### config.mk
export PLATFORM = sky130hd
export DESIGN_NAME = fetch_unit_flat
export DESIGN_NICKNAME = d
export VERILOG_FILES = /design/src/rtl/fetch_unit_if.sv /design/src/rtl/fetch_unit.sv /design/src/flat_wrapper.sv
export SDC_FILE = /design/constraint.sdc
export NUM_CORES = 1
export LEC_CHECK = 0
export CORE_ASPECT_RATIO = 1.4
export CORE_MARGIN = 3
export CORE_UTILIZATION = 30
export CTS_CLUSTER_DIAMETER = 80
export CTS_CLUSTER_SIZE = 10
export DETAILED_ROUTE_END_ITERATION = 10
export PLACE_DENSITY_LB_ADDON = 0.15
export SYNTH_ARGS = -nofsm -noshare
export SYNTH_HDL_FRONTEND = slang
export SYNTH_SLANG_ARGS = --single-unit
### constraint.sdc
create_clock -name clk -period 6 [get_ports clk]
set_input_delay 0.6 -clock clk [delete_from_list [all_inputs] [get_ports clk]]
set_output_delay 0.6 -clock clk [all_outputs]
set_load 0.05 [all_outputs]
### src/rtl/fetch_unit_if.sv
// Fetch-stage bus bundle: instruction-memory port, branch redirect from
// execute, and the valid/ready instruction slot handed to decode.
interface fetch_unit_if;
  logic [31:0] imem_addr;
  logic [31:0] imem_data;
  logic        branch_valid;
  logic [31:0] branch_target;
  logic        if_valid;
  logic        if_ready;
  logic [31:0] if_instr;
  logic [31:0] if_pc;

  modport master (
    output imem_addr,
    input  imem_data,
    input  branch_valid,
    input  branch_target,
    output if_valid,
    input  if_ready,
    output if_instr,
    output if_pc
  );

  modport slave (
    input  imem_addr,
    output imem_data,
    output branch_valid,
    output branch_target,
    input  if_valid,
    output if_ready,
    input  if_instr,
    input  if_pc
  );
endinterface

### src/rtl/fetch_unit.sv
// Single-slot instruction fetch stage: combinational imem lookup at the PC,
// registered output slot with valid/ready handshake and branch redirect.
module fetch_unit #(
  parameter int PROG_LEN = 11,
  parameter int CNT_W    = 16
) (
  input  logic             clk,
  input  logic             rst_n,
  fetch_unit_if.master     io_bus,
  output logic             o_done,
  output logic [CNT_W-1:0] o_fetch_count
);

  localparam logic [31:0] LP_PROG_LEN = 32'(PROG_LEN);
  localparam logic [1:0]  ST_RUN      = 2'd0;
  localparam logic [1:0]  ST_DRAIN    = 2'd1;
  localparam logic [1:0]  ST_DONE     = 2'd2;

  logic [31:0]      r_pc;
  logic             r_if_valid;
  logic [31:0]      r_if_instr;
  logic [31:0]      r_if_pc;
  logic [CNT_W-1:0] r_fetch_count;

  logic       w_transfer;
  logic       w_slot_free;
  logic       w_in_prog;
  logic       w_cnt_full;
  logic [1:0] w_state;

  assign w_transfer  = r_if_valid & io_bus.if_ready;
  assign w_slot_free = ~r_if_valid | w_transfer;
  assign w_in_prog   = (r_pc < LP_PROG_LEN);
  assign w_cnt_full  = (r_fetch_count == {CNT_W{1'b1}});

  // Phase of the stage is fully implied by PC range and slot occupancy.
  always_comb begin
    w_state = ST_RUN;
    if (!w_in_prog) begin
      w_state = r_if_valid ? ST_DRAIN : ST_DONE;
    end
  end

  // Branch wins over fetch and stall; a transfer in the branch cycle is
  // still counted below because the count block looks only at the handshake.
  always_ff @(posedge clk or negedge rst_n) begin
    if (!rst_n) begin
      r_pc       <= 32'd0;
      r_if_valid <= 1'b0;
      r_if_instr <= 32'd0;
      r_if_pc    <= 32'd0;
    end else if (io_bus.branch_valid) begin
      r_pc       <= io_bus.branch_target;
      r_if_valid <= 1'b0;
    end else if (w_slot_free) begin
      if (w_in_prog) begin
        r_if_instr <= io_bus.imem_data;
        r_if_pc    <= r_pc;
        r_if_valid <= 1'b1;
        r_pc       <= r_pc + 32'd1;
      end else begin
        r_if_valid <= 1'b0;
      end
    end
  end

  always_ff @(posedge clk or negedge rst_n) begin
    if (!rst_n) begin
      r_fetch_count <= '0;
    end else if (w_transfer && !w_cnt_full) begin
      r_fetch_count <= r_fetch_count + CNT_W'(1);
    end
  end

  assign io_bus.imem_addr = r_pc;
  assign io_bus.if_valid  = r_if_valid;
  assign io_bus.if_instr  = r_if_instr;
  assign io_bus.if_pc     = r_if_pc;
  assign o_done           = (w_state == ST_DONE);
  assign o_fetch_count    = r_fetch_count;

endmodule

### src/flat_wrapper.sv
// flat-port wrapper written by rule: the top's interface ports become plain ports
module fetch_unit_flat 
#(
  parameter int PROG_LEN = 11,
  parameter int CNT_W    = 16
)
  (clk, rst_n, o_done, o_fetch_count, io_bus_imem_addr, io_bus_imem_data, io_bus_branch_valid, io_bus_branch_target, io_bus_if_valid, io_bus_if_ready, io_bus_if_instr, io_bus_if_pc);
  fetch_unit_if io_bus_i ();
  input  logic clk;
  input  logic rst_n;
  output logic o_done;
  output logic [CNT_W-1:0] o_fetch_count;
  output wire logic [$bits(io_bus_i.imem_addr)-1:0] io_bus_imem_addr;
  input wire logic [$bits(io_bus_i.imem_data)-1:0] io_bus_imem_data;
  input wire logic [$bits(io_bus_i.branch_valid)-1:0] io_bus_branch_valid;
  input wire logic [$bits(io_bus_i.branch_target)-1:0] io_bus_branch_target;
  output wire logic [$bits(io_bus_i.if_valid)-1:0] io_bus_if_valid;
  input wire logic [$bits(io_bus_i.if_ready)-1:0] io_bus_if_ready;
  output wire logic [$bits(io_bus_i.if_instr)-1:0] io_bus_if_instr;
  output wire logic [$bits(io_bus_i.if_pc)-1:0] io_bus_if_pc;
  assign io_bus_imem_addr = io_bus_i.imem_addr;
  assign io_bus_i.imem_data = io_bus_imem_data;
  assign io_bus_i.branch_valid = io_bus_branch_valid;
  assign io_bus_i.branch_target = io_bus_branch_target;
  assign io_bus_if_valid = io_bus_i.if_valid;
  assign io_bus_i.if_ready = io_bus_if_ready;
  assign io_bus_if_instr = io_bus_i.if_instr;
  assign io_bus_if_pc = io_bus_i.if_pc;
  fetch_unit #(.PROG_LEN(PROG_LEN), .CNT_W(CNT_W)) u_core (.clk(clk), .rst_n(rst_n), .io_bus(io_bus_i), .o_done(o_done), .o_fetch_count(o_fetch_count));
endmodule
# Word level (Yosys, flattened, before mapping)
# Cells that the tools add are included.
# word_totals
mem_count	0
reg_bits	113
output_inout_bits	114
latch_bits	0
ramBits	0
rom_bits	0
# op_classes
eq_ne	2
reduce_logical	6
n_bitwise	4
div	0
n_addsub	2
order_cmp	1
mul	0
shift	0
muxes	8
# ops
cell	count
two-way mux 32 bit	3
adder 32 x 1 -> 32 bit, second input constant	1
less-than comparator 32 x 4 -> 1 bit, second input constant	1
adder 16 x 1 -> 16 bit, second input constant	1
== test 16 bit, second input constant	1
two-way mux 2 bit	2
nonzero test 2 bit	2
two-way mux 1 bit	3
AND reduction 3 bit	1
== test 2 bit, second input constant	1
NOT 1 bit	2
AND reduction 2 bit	1
AND 1 bit	1
logical AND 1 bit	1
logical NOT 1 bit	1
OR 1 bit	1

# Longest topological paths before layout
# Gate-level depths: netlist (run 1).
# logic_depth
word_depth	4
ltp_mapped	7

# Worst setup path after synthesis (run 1)
# No wires, ideal clock.
# synth_path
path_type	reg-to-output
startpoint	register u_core.r_pc[0] (netlist: u_core.io_bus.imem_addr[0])
endpoint	output port o_done
path_slack_ps	3506
stages_incl_launch_ff	6
t_arrival_ps	1894
t_required_ps	5400
path_cell_list	dfrtp_1 ha_1 o21ai_0 nand4_1 nor2_1 nor2_1
# synth_between
elab_chain_len	3
# synth_rtl
item	line_no	rtl
start: declaration	fetch_unit.sv:19	logic [31:0] r_pc;
start signal: assignment	fetch_unit.sv:53	r_pc <= io_bus.branch_target;
start signal: assignment	fetch_unit.sv:60	r_pc <= r_pc + 32'd1;
less-than comparator 32 x 4 -> 1 bit	fetch_unit.sv:33	assign w_in_prog = (r_pc < LP_PROG_LEN);
two-way mux 2 bit	fetch_unit.sv:39	if (!w_in_prog) begin
== test 2 bit	fetch_unit.sv:79	assign o_done = (w_state == ST_DONE);
end: declaration	flat_wrapper.sv:11	output logic o_done;
# Every way passes these cells.

# Worst setup path in the final report (run 1)
# Same ends and word-level chain as after synthesis.

==> results.sh, run 1 <==
export IMPL_synth_cell_types=39
export IMPL_dp_hpwl_um=7970
export IMPL_fillerInstances=1337
export IMPL_die_area_um2=16600
export IMPL_avgViaCountPerCell=4.55
export IMPL_placed_cell_area_um2=6500
export IMPL_port_buffer_count=181
export IMPL_fp_dieW_um=110
export IMPL_synth_simple_area_share_pct=12.9
export IMPL_vias=3216
export IMPL_syn_num_nets=386
export IMPL_grtUsageTotal_pct=13.5
export IMPL_ys_ff_latch=113
export IMPL_cts_tree="built"
export IMPL_worstMarginPinSlew_ns=0.860
export IMPL_rsz0062_at_grt="no"
export IMPL_synth_flop_cell="dfrtp_1"
export IMPL_synthTopCellsByArea="dfrtp_1, mux2_2, mux2_1, nor2b_1, nor4_2"
export IMPL_avgSynthCellArea_um2=14.3
export IMPL_synth_top_family_by_area="multiplexers"
export IMPL_drive_gt1_share_pct=15.6
export IMPL_ios=182
export IMPL_synth_most_common_cell="dfrtp_1"
export IMPL_synth_compound_area_share_pct=2.80
export IMPL_synth_commonest_cells="dfrtp_1, mux2_2, mux2_1"
export IMPL_p_leak_nw=3.21
export IMPL_diodes=0
export IMPL_dr_pass1_iters=4
export IMPL_regArea_um2=2830
export IMPL_finalWirelength_um=10800
export IMPL_setup_tns_final_ns=0
export IMPL_drtAntennaViolNets=0
export IMPL_required_ns=5.40
export IMPL_slew_headroom_pct=42.7
export IMPL_initial_core_util_pct=31.0
export IMPL_drt_iter0_markers=51
export IMPL_antenna_found_initial=0
export IMPL_ys_seq_area_share_pct=62.6
export IMPL_grt_pass1_vias=3368
export IMPL_place_congestion=0.820
export IMPL_p_per_area_nw_per_um2=293
export IMPL_finalHoldViolCount=0
export IMPL_cts_reportedPaths_clkPinSlew_ns=0.05
export IMPL_cp_end_kind="output port"
export IMPL_cp_max_fo=6
export IMPL_yosysTopAreaCellShare_pct=62.6
export IMPL_holdWs_ns=0.209
export IMPL_drc=0
export IMPL_drv_cap=0
export IMPL_final_cell_count_no_fill=707
export IMPL_synthMuxAreaShare_pct=17.0
export IMPL_critPathKind="flip-flop to output port"
export IMPL_finClkSkew_ns=0.0113
export IMPL_yosysWarnings=0
export IMPL_multi_input_comb_area_um2=1590
export IMPL_syn_area_um2=4520
export IMPL_vdd_drop_max_uv=143
export IMPL_synth_edff_count=0
export IMPL_row_count=52
export IMPL_post_cts_buffers=0
export IMPL_cts_num_sinks=113
export IMPL_avgRoutedWirePerCell_um=15.3
export IMPL_finalCritPeriodShare_pct=52.0
export IMPL_hold_buffers=0
export IMPL_core_area_um2=14600
export IMPL_htreeDepth=4
export IMPL_clk_latency_ns=0.40
export IMPL_cts_path_max_buffers=2
export IMPL_fin_crit_ns=3.12
export IMPL_grt_ovfl_total=0
export IMPL_cts_buffers=17
export IMPL_min_path_type="input pin to async pin"
export IMPL_grt_max_degree=65
export IMPL_setup_violations_final=0
export IMPL_cp_arrival_ns=2.52
export IMPL_cts_resized=0
export IMPL_dp_cells=677
export IMPL_drv_slew=0
export IMPL_synthAdderAreaFrac_pct=0.554
export IMPL_fmax_ghz=0.320
export IMPL_synthCells=316
export IMPL_nNetsFinal=577
export IMPL_synth_xor_area_share_pct=1.94
export IMPL_die_y_um=151
export IMPL_stdcell_area_um2=7130
export IMPL_synthArstFlopShare_pct=100
export IMPL_synthToLayoutAreaGrowth_pct=57.7
export IMPL_root_buffer="clkbuf_16"
export IMPL_worst_setup_path_start_kind="flip-flop"
export IMPL_status="completed"
export IMPL_p_total_mw=2.09
export IMPL_yosys_area_top_type="dfrtp_1"
export IMPL_grt_pass1_wl_um=17200
-- cells by family (layout without fill, tap and decap cells) --
group                    count (synthesis)  in the layout
AO/OA/AOI/OAI                           18             18
XOR/XNOR                                10             10
adder cells (fa/ha/maj)                  2              2
buffers and inverters                   15            217
flip-flops                             113            113
multiplexers                            68             68
AND/OR/NAND/NOR                         90             90
-- power by group --
part	switching, mW	internal [mW]
Combinational	0.127	0.0984
Clock	0.336	0.721
Sequential	0.0241	0.786
Total	0.486	1.61
-- worst paths after layout --
path,startpoint,end,slack [ns],cells after the start
worst max-delay path,u_core.io_bus.imem_addr[0]$_DFFE_PN0P_,o_done,2.88,6
worst min register to register,u_core.io_bus.if_instr[26]$_DFFE_PN0P_,u_core.io_bus.if_instr[26]$_DFFE_PN0P_,0.48,1
min in group clk,u_core.io_bus.if_instr[26]$_DFFE_PN0P_,u_core.io_bus.if_instr[26]$_DFFE_PN0P_,0.48,1
worst max register to register,u_core.io_bus.imem_addr[0]$_DFFE_PN0P_,u_core.io_bus.if_instr[9]$_DFFE_PN0P_,3.12,6
worst min-delay path,rst_n,u_core.io_bus.if_instr[13]$_DFFE_PN0P_,0.21,1
max in group asynchronous,rst_n,u_core.io_bus.if_pc[6]$_DFFE_PN0P_,4.54,2
-- cells in the final DEF (no fill, tap or decap), types with 7 or more instances in the layout --
cell type and count:
nand3_1 7, xor2_1 9, mux2_2 35, nor2_1 7, mux2_1 32, clkdlybuf4s50_1 180
nand2_1 14, nor2b_1 29, clkbuf_16 17, nor4_2 7, dfrtp_1 113
-- state kept, by name, summed over array words and instances (netlist names) --
name and cells:
u_core.io_bus.if_valid 1, u_core.o_fetch_count 16, u_core.io_bus.if_pc 32, u_core.io_bus.if_instr 32
u_core.io_bus.imem_addr 32
-- cell type report --
class                      count  share of cell area, %
clock buffer                  20                   6.55
tap                          189                   3.32
clock inverter                10                   2.23
timing repair buffer         184                   25.7
inverter                       3                  0.158
sequential                   113                   39.7
multi-input combinational    188                   22.4
-- worst max-delay path: stages, from the launching register on --
cell,delay (ns)
dfrtp_1,0.43
ha_1,0.26
o21ai_0,0.21
nand4_1,0.23
nor2_1,0.23
nor2_1,0.06
clkdlybuf4s50_1,0.71
-- layer usage --
metal	part of all wire (%)	vias up	global-route usage [%]
li1	-	1512	-
met1	40	1564	15.2
met2	50	129	22.5
met3	9.2	11	5.88
met4	1.3	0	5.30
met5	0	-	0
-- per-stage QoR --
stage                     setup slack (ns)  util [%]
final                                 2.88      48.9
after global placement                2.78      44.6
after global routing                  2.62      48.9
after CTS                             2.84      48.9
after floorplan                       3.51         -
after detailed placement              2.69      44.6
Power figures use the tool's default switching activity.
==> run 2: changes to the inputs <==
Clock period 6 ns to 2.9 ns, I/O delays scaled along.
==> results.sh, run 2 (same netlist as run 1, synthesis figures left out) <==
export IMPL_status="completed"
export IMPL_cp_arrival_ns=2.35
export IMPL_final_cell_mix="clkdlybuf4s50_1, dfrtp_1, mux2_2"
export IMPL_utilization_pct=49.3
export IMPL_drv_slew=0
export IMPL_row_count=52
export IMPL_grtUsageTotal_pct=13.8
export IMPL_placed_cell_area_um2=6530
export IMPL_fin_crit_ns=2.64
export IMPL_setup_slack_ns=0.256
export IMPL_pre_cts_ws_ns=0.383
export IMPL_cts_path_max_buffers=2
export IMPL_drive_gt1_share_pct=15.6
export IMPL_cp_end_kind="output port"
export IMPL_cts_tree="built"
export IMPL_drc=0
export IMPL_cts_buffers=17
export IMPL_grt_max_degree=65
export IMPL_drv_cap=0
export IMPL_cts_num_sinks=113
export IMPL_core_area_um2=14600
export IMPL_avgViaCountPerCell=4.57
export IMPL_setup_tns_final_ns=0
export IMPL_slowest_delay_ns=0.43
export IMPL_p_total_mw=4.39
export IMPL_final_cell_count_no_fill=709
export IMPL_finalWirelength_um=11100
export IMPL_grt_pass1_wl_um=17500
export IMPL_vdd_drop_max_uv=468
export IMPL_finalHoldViolCount=0
export IMPL_grt_pass1_vias=3447
export IMPL_setup_violations_final=0
export IMPL_cp_slowest_cell="dfrtp_1"
export IMPL_stdcell_area_um2=7180
export IMPL_crit_top_cell="nor2_1"
export IMPL_rsz0062_at_grt="no"
export IMPL_layout_commonest_cell="clkdlybuf4s50_1"
export IMPL_grt_ovfl_total=0
export IMPL_worstMarginPinSlew_ns=0.581
export IMPL_htreeDepth=4
export IMPL_root_buffer="clkbuf_16"
export IMPL_synthToLayoutAreaGrowth_pct=59.0
export IMPL_dp_hpwl_um=8130
export IMPL_required_ns=2.61
export IMPL_dr_pass1_iters=4
export IMPL_diodes=0
export IMPL_nNetsFinal=579
export IMPL_holdWs_ns=0.442
export IMPL_p_leak_nw=3.23
export IMPL_drtAntennaViolNets=0
export IMPL_finalCritPeriodShare_pct=91.2
export IMPL_post_cts_buffers=0
export IMPL_min_path_type="input pin to async pin"
export IMPL_die_y_um=151
export IMPL_worst_setup_path_start_kind="flip-flop"
export IMPL_cp_max_fo=6
export IMPL_dp_cells=678
export IMPL_fp_dieW_um=110
export IMPL_fmax_ghz=0.378
export IMPL_antenna_found_initial=0
export IMPL_finClkSkew_ns=0.00923
export IMPL_p_per_area_nw_per_um2=611
export IMPL_clk_latency_ns=0.39
export IMPL_cts_reportedPaths_clkPinSlew_ns=0.05
export IMPL_vias=3239
export IMPL_place_congestion=0.804
export IMPL_port_buffer_count=181
export IMPL_ios=182
export IMPL_critPathKind="flip-flop to output port"
export IMPL_initial_core_util_pct=31.0
export IMPL_avgRoutedWirePerCell_um=15.6
export IMPL_slew_headroom_pct=61.1
export IMPL_crit_chain="ha_1, o21ai_0, nand4_1, nor2_1, nor2_1, dlygate4sd2_1"
export IMPL_drt_iter0_markers=80
export IMPL_die_area_um2=16600
## run 2: cell count changes in the layout (fill, tap and decap cells not counted)
cell,delta
clkdlybuf4s50_1,-1
dlygate4sd2_1,+1
clkbuf_8,-1
buf_12,+2
clkinv_2,-1
bufinv_16,+1
dlygate4sd3_1,+1
clkbuf_1,+1
buf_4,-1
## run 2: worst max-delay path, delay by kind of cell, from the launching register on
kind / cells / cell delay [ns]
adder cells (fa/ha/maj): 1 / 0.26
AND/OR/NAND/NOR: 3 / 0.57
buffers and inverters: 1 / 0.43
flip-flops: 1 / 0.43
AO/OA/AOI/OAI: 1 / 0.26
## run 2: repair_timing
item	4_1_cts	5_1_grt
hold buffers	1	0
endpoints found under the setup margin	1	0
endpoints found under the hold margin	42	0
gates resized for setup	1	0
## run 2: layer usage
metal	GRT usage (%)	up-vias	routed length, µm
met1	15.4	1577	4240
li1	-	1510	-
met4	5.30	0	195
met2	23.3	140	5590
met3	5.71	12	1030
met5	0	-	0
## run 2: final timing paths
kind,start,end,slack [ns],cells after the start
min in group clk,io_bus_branch_target[3],u_core.io_bus.imem_addr[3]$_DFFE_PN0P_,0.48,2
worst max-delay path,u_core.io_bus.imem_addr[0]$_DFFE_PN0P_,o_done,0.26,6
worst min-delay path,rst_n,u_core.io_bus.if_instr[12]$_DFFE_PN0P_,0.44,2
worst min register to register,u_core.io_bus.if_instr[21]$_DFFE_PN0P_,u_core.io_bus.if_instr[21]$_DFFE_PN0P_,0.48,1
worst max register to register,u_core.io_bus.imem_addr[0]$_DFFE_PN0P_,u_core.io_bus.if_instr[16]$_DFFE_PN0P_,0.55,6
max in group asynchronous,rst_n,u_core.io_bus.if_instr[3]$_DFFE_PN0P_,1.68,3
## run 2: final cells by class
| type | count | area, µm² |
|---|---|---|
| Sequential cell | 113 | 2830 |
| Clock inverter | 10 | 184 |
| Multi-Input combinational cell | 188 | 1590 |
| Fill cell | 1337 | 7390 |
| Clock buffer | 20 | 457 |
| Tap cell | 189 | 236 |
| Inverter | 3 | 11.3 |
| Timing Repair Buffer | 186 | 1870 |
## run 2: power by group
part           leakage (nW)  switching [mW]  internal (mW)
sequential             1.50          0.0498           1.63
clock                 0.308           0.679           1.56
combinational          1.42           0.266          0.208
total                  3.23           0.995           3.39
